**src/rtl/field_select_pkg.sv**
```systemverilog
// Shared definitions for the field-select FSM: state encoding,
// button event bundle and index-width helper.
package field_select_pkg;

    localparam logic [0:0] ST_RUN    = 1'b0;
    localparam logic [0:0] ST_ADJUST = 1'b1;

    typedef struct packed {
        logic left;
        logic right;
        logic center;
    } btn_ev_t;

    function automatic int unsigned idx_width(input int unsigned n);
        return (n < 2) ? 1 : $clog2(n);
    endfunction

endpackage

```
**src/rtl/field_select_fsm_edge_detect.sv**
```systemverilog
// One-bit rising-edge detector; the previous-sample register clears
// on reset so a level held through reset yields one edge afterwards.
module edge_detect (
    input  logic clk,
    input  logic rst,
    input  logic in_i,
    output logic edge_o
);

    logic prev_q;

    always_ff @(posedge clk or negedge rst) begin
        if (!rst) begin
            prev_q <= 1'b0;
        end else begin
            prev_q <= in_i;
        end
    end

    assign edge_o = in_i & ~prev_q;

endmodule

```
**src/rtl/field_select_fsm.sv**
```systemverilog
// Button-driven field selector with RUN/ADJUST modes.
// Define FIELD_SELECT_TIMEOUT_EN for inactivity auto-exit from ADJUST.
module field_select_fsm
    import field_select_pkg::*;
#(
    parameter int NUM_FIELDS     = 5,
    parameter int TIMEOUT_CYCLES = 1000,
    parameter int WRAP           = 1
) (
    input  logic                                clk,
    input  logic                                rst,
    input  logic                                left,
    input  logic                                right,
    input  logic                                center,
    output logic                                adjust,
    output logic [NUM_FIELDS-1:0]               EN,
    output logic [idx_width(NUM_FIELDS)-1:0]    field_idx,
    output logic                                timeout_pulse
);

    localparam int IW = idx_width(NUM_FIELDS);
    localparam logic [IW-1:0] IDX_MAX = IW'(NUM_FIELDS - 1);

    if (NUM_FIELDS < 2 || NUM_FIELDS > 16 ||
        TIMEOUT_CYCLES < 2 || TIMEOUT_CYCLES > (1 << 20)) begin : g_bad_param
        $fatal(1, "field_select_fsm: parameter out of range");
    end

    btn_ev_t ev;

    edge_detect u_ed_left (
        .clk    (clk),
        .rst    (rst),
        .in_i   (left),
        .edge_o (ev.left)
    );

    edge_detect u_ed_right (
        .clk    (clk),
        .rst    (rst),
        .in_i   (right),
        .edge_o (ev.right)
    );

    edge_detect u_ed_center (
        .clk    (clk),
        .rst    (rst),
        .in_i   (center),
        .edge_o (ev.center)
    );

    logic [0:0]            state_q, state_d;
    logic [IW-1:0]         idx_q, idx_d;
    logic [NUM_FIELDS-1:0] en_q, en_d;
    logic                  tmo_q, tmo_d;
    logic                  tmo_fire;

`ifdef FIELD_SELECT_TIMEOUT_EN
    localparam int CW = $clog2(TIMEOUT_CYCLES);
    localparam logic [CW-1:0] CNT_LAST = CW'(TIMEOUT_CYCLES - 2);

    logic [CW-1:0] cnt_q, cnt_d;
    logic          ev_any;

    assign ev_any   = ev.left | ev.right | ev.center;
    // Fires on the idle cycle that would bring the count to TIMEOUT_CYCLES-1.
    assign tmo_fire = (state_q == ST_ADJUST) && !ev_any &&
                      (cnt_q == CNT_LAST);

    always_comb begin
        cnt_d = cnt_q + CW'(1);
        if (state_q != ST_ADJUST || ev_any || tmo_fire) begin
            cnt_d = '0;
        end
    end

    always_ff @(posedge clk or negedge rst) begin
        if (!rst) begin
            cnt_q <= '0;
        end else begin
            cnt_q <= cnt_d;
        end
    end
`else
    assign tmo_fire = 1'b0;
`endif

    function automatic logic [IW-1:0] idx_inc(input logic [IW-1:0] i);
        if (i == IDX_MAX) begin
            return (WRAP != 0) ? '0 : i;
        end
        return i + IW'(1);
    endfunction

    function automatic logic [IW-1:0] idx_dec(input logic [IW-1:0] i);
        if (i == '0) begin
            return (WRAP != 0) ? IDX_MAX : i;
        end
        return i - IW'(1);
    endfunction

    always_comb begin
        state_d = state_q;
        idx_d   = idx_q;
        tmo_d   = 1'b0;
        unique case (state_q)
            ST_RUN: begin
                if (ev.center) begin
                    state_d = ST_ADJUST;
                    idx_d   = '0;
                end
            end
            ST_ADJUST: begin
                // Center wins; left+right together cancel out.
                unique case (1'b1)
                    ev.center: begin
                        state_d = ST_RUN;
                        idx_d   = '0;
                    end
                    (ev.right && !ev.left): begin
                        idx_d = idx_inc(idx_q);
                    end
                    (ev.left && !ev.right): begin
                        idx_d = idx_dec(idx_q);
                    end
                    tmo_fire: begin
                        state_d = ST_RUN;
                        idx_d   = '0;
                        tmo_d   = 1'b1;
                    end
                    default: begin
                        idx_d = idx_q;
                    end
                endcase
            end
            default: begin
                state_d = ST_RUN;
                idx_d   = '0;
            end
        endcase
    end

    always_comb begin
        en_d = '0;
        if (state_d == ST_ADJUST) begin
            for (int i = 0; i < NUM_FIELDS; i++) begin
                en_d[i] = (idx_d == IW'(i));
            end
        end
    end

    always_ff @(posedge clk or negedge rst) begin
        if (!rst) begin
            state_q <= ST_RUN;
            idx_q   <= '0;
            en_q    <= '0;
            tmo_q   <= 1'b0;
        end else begin
            state_q <= state_d;
            idx_q   <= idx_d;
            en_q    <= en_d;
            tmo_q   <= tmo_d;
        end
    end

    assign adjust        = (state_q == ST_ADJUST);
    assign EN            = en_q;
    assign field_idx     = idx_q;
    assign timeout_pulse = tmo_q;

endmodule

```
**config.mk**
```make
export PLATFORM = sky130hd
export DESIGN_NAME = field_select_fsm
export DESIGN_NICKNAME = d
export VERILOG_FILES = /design/src/rtl/field_select_pkg.sv /design/src/rtl/field_select_fsm_edge_detect.sv /design/src/rtl/field_select_fsm.sv
export SDC_FILE = /design/constraint.sdc
export NUM_CORES = 1
export LEC_CHECK = 0
export BUFFER_PORTS_ARGS = -buffer_cell sky130_fd_sc_hd__buf_2
export CORE_MARGIN = 5
export CORE_UTILIZATION = 45
export DETAILED_ROUTE_END_ITERATION = 8
export GPL_ROUTABILITY_DRIVEN = 0
export MAX_ROUTING_LAYER = met4
export PLACE_DENSITY = 0.73
export SLEW_MARGIN = 30
export SYNTH_ARGS = -nofsm -noshare
export SYNTH_HDL_FRONTEND = slang
export SYNTH_SLANG_ARGS = --single-unit
```
**constraint.sdc**
```tcl
create_clock -name clk -period 2.16 [get_ports clk]
set_input_delay 0.432 -clock clk [delete_from_list [all_inputs] [get_ports clk]]
set_output_delay 0.432 -clock clk [all_outputs]
set_load 0.02 [all_outputs]
```
==> flow_results.org <==
** Global route
- The first global-routing pass estimated about 2400 um of wire.
- Across every metal layer, demand over resource in global routing totals 0.129.
- Initial antenna violation count :: 0
- The number of global-route vias before repair came to 548.
- Summed over all layers, the global routing overflow is 0.
- Pin count of the biggest net entering global routing :: 13

** Synth
- In the synthesized netlist, the number of instances is 67.
- Of the total synthesized cell area, the portion taken by AND, OR, NAND and NOR gates is 0.147.
- Ranked by total cell area, the synthesized netlist is headed by dfrtp_1 43%, ha_1 8.9%, nand2b_1 3.6%.
- Cell type with the largest total area after synthesis :: dfrtp_1
- Compound-Gate Fraction of Synth Area :: 0.222
- Distinct cell type count of the synthesized netlist :: 35
- The share of synthesized area in the top cell type comes to 0.426.
- The number of nets in the synthesized netlist is 77.
- Cell area after technology mapping :: a little over 700 um^2
- FF+latch count, synth :: 12
- Warning count from the yosys run :: 0
- Of the total synthesized cell area, the portion taken by full adders, half adders and majority gates is 0.0888.
- Of the total synthesized cell area, the portion taken by XOR and XNOR cells is 0.
- After synthesis, the largest family of logic cells by area is compound AO/OA/AOI/OAI gates.
- The portion of synthesized area spent on multiplexers is 0.0515.
- The share of the Yosys chip area taken by registers is 0.426.
- The average instance in the mapped netlist occupies around 11 um^2.

** Pwr
- Of the total power, the clock network draws 0.286.
- The internal portion of the total power is about 0.00043 W.
- The share of total power dissipated in sequential elements is 0.421.
- For this design the ratio of total power to cell area is 794 nW/um^2.
- In this run the static leakage power is around 0.43 nW.
- The share of total power dissipated in combinational logic is 0.294.
- Fraction of power spent switching nets :: 0.334
- Peak supply drop :: between 0.0004 and 0.0005 V
- Overall power consumption :: between 0.0006 and 0.0007 W
- Sw Pwr :: around 0.00022 W

** Layout
- The repair_antennas step left the layout with diodes totalling 0.
- Leaving out fill and tap cells, the most frequent cell in the layout is buf_2.
- In the final design database the tool counted 94 nets.
- Final Util :: 0.547
- The count of cells in the finished layout, fillers not included, comes to 99.
- Layout overhead on the synthesized area :: 15.6%
- Most frequent cells in the layout :: 13 x buf_2, 12 x dfrtp_1, 5 x inv_1, 5 x nand2_1, 5 x ha_1
- Of the cells placed in the final design, the portion with a size suffix greater than 1 is 0.325.
- The layout has about 130 filler cells.

** Clock tree
- Clock latency on the worst-skew pair, taken at its later pin, is roughly 280 ps.
- For this design, the sink count on the clock tree is 12.
- Root Buffer :: clkbuf_4
- Counting along the longest clock path gives a buffer depth of 2.
- Post-CTS clock slew at the launch and capture registers of the worst setup and hold paths :: approximately 80 ps
- Post-CTS timing repair inserted 0 buffers for setup.
- Hold buffer count at CTS :: 0
- The number of gates resized after CTS was 0.
- Clock tree from TritonCTS :: built
- TritonCTS buffer count :: 3
- In this run the number of H-tree levels came out at 1.

** Die
- Floorplan die area :: 2460 um^2
- The floorplan has 14 rows.
- The region available for standard cell placement spans between 1000 and 1500 um^2.
- The initial utilization of the core area, before any placement, comes to 0.473.
- Measured along the y axis, the die boundary spans just under 50 um.
- Measured along the x axis, the die boundary spans 49.6 um.
- 15 I/O pins were placed.

** Routing
- For this run, the detailed router's first-pass iteration total came to 4.
- For this run, design rule violations remaining after detail routing come to 0.
- Post-DR vias/cell :: 5.54
- Initial detailed-routing violation count :: 8
- The final route contains about 550 vias.
- Summed over all layers, the routed wires come to 1400 um.
- In the final routed layout, each cell accounts on average for between 10 and 15 um.
- Once detail routing completed, the nets flagged for antenna violations numbered 0.

** STA
- Final worst path period need :: approximately 1900 ps
- Once routing completed, OpenROAD measured the worst setup slack at between 200 and 250 ps.
- Static timing analysis puts the maximum clock frequency at 0.517 GHz.
- Endpoints failing setup :: 0
- Of the available clock period, the critical path in the final layout requires 0.895.
- The clock arrives with 4.12 ps of skew.
- RSZ-0062 raised after global routing :: no
- Number of hold violations in the final report :: 0
- Max-slew violation count :: 0
- Summed over all failing endpoints, the final setup total negative slack is 0 ps.

** Run status
- The flow ran to the end, and the final reports show no timing, DRC or antenna violations.

** Flow run
- Max-cap violations in this run came to 0.

** Critical path
- Type of element launching the critical path :: register
- Max FO, Critical Path :: 6
- STA classifies the critical path endpoint as a register.
- Worst setup path start :: field_idx[0]
- Start-to-end type of the worst setup path :: register to register
- The startpoint identified for the worst register-to-register timing path is field_idx[0].
- Data on the critical path is required at its endpoint by 2370 ps.
- STA puts the critical path data arrival time at between 2000 and 2500 ps.

** Placement
- Count of port buffers added during placement :: 13
- Pre-CTS setup slack :: 128 ps
- Final HPWL DP :: about 1000 um
- Placed cells :: 95

** Worst hold path
- The path class of the tightest hold or removal check is input port to asynchronous set/reset pin.
-- cell type report --
class                      count  area [um^2]  area share
sequential                    12          300       0.369
timing repair buffer          14         72.6      0.0891
tap                           16         20.0      0.0246
inverter                       6         22.5      0.0276
clock buffer                   4         36.3      0.0445
multi-input combinational     47          363       0.445
-- path summary, 6_finish.rpt --
path                                      to  slack (ps)  depth (start not counted)
max in group asynchronous              EN[2]        1930                          1
max                                    EN[1]         230                          7
min in group clk           u_ed_right.prev_q         270                          1
min reg2reg                            EN[2]         580                          1
max reg2reg                            EN[1]         230                          7
min                        u_ed_right.prev_q          10                          1
-- power groups by stage --
stage | clock network, W | logic (W) | registers [W]
floorplan | 0 | 0.000127 | 0.000293
global placement | 0 | 0.000185 | 0.000275
detailed placement | 0 | 0.000189 | 0.000275
CTS | 0.000191 | 0.000191 | 0.000272
global route | 0.000197 | 0.000208 | 0.000276
finish | 0.000185 | 0.000190 | 0.000272
-- Yosys cell counts --
library cell  number
a211oi_1           1
a211oi_2           1
a21boi_0           2
a21boi_1           1
a21o_2             1
a21oi_1            1
a221oi_1           1
a22o_1             2
a22oi_1            1
and2_2             1
buf_4              1
buf_6              1
conb_1             1
dfrtp_1           12
ha_1               5
inv_1              5
inv_2              1
mux2_2             1
mux2_4             1
mux2i_1            1
nand2_1            5
nand2b_1           4
nand2b_4           1
nor2_1             4
nor3_1             1
nor3b_2            1
o2111a_1           1
o211ai_1           1
o21a_1             2
o21ai_0            1
o21ai_1            1
o21bai_1           1
o221ai_1           1
o22ai_1            1
or2_2              1
-- per-stage QoR --
step                instance area, um^2  hold WS [ps]
floorplan                           704           136
global placement                    778           318
detailed placement                  778           327
CTS                                 815          15.0
global route                        815          29.1
finish                              815          10.6
-- critical path: stages, from the launching register on --
cell     delay, ps
dfrtp_1        430
inv_1          140
ha_1           280
mux2_4         320
a22o_1         210
a22oi_1        300
inv_2           60
nor2_1         110
-- layer usage --
layer | wire [um] | share of wire | global-route usage
met4 | 29 | 0.021 | 0.0699
met5 | 0 | 0 | -
met1 | 644 | 0.46 | 0.159
met3 | 97 | 0.069 | 0.0392
met2 | 633 | 0.45 | 0.186
-- sequential cells by signal (all words and copies together) (netlist names) --
register	flops
u_ed_right.prev_q	1
adjust	1
u_ed_center.prev_q	1
EN	5
field_idx	3
u_ed_left.prev_q	1
-- cells by family after synthesis --
family                     Yosys count
adders and majority gates            5
buffers and inverters                8
DFF                                 12
muxes                                3
AOI/OAI and AO/OA                   20
and+or+nand+nor                     18
other                                1
Power figures use the tool's default switching activity.
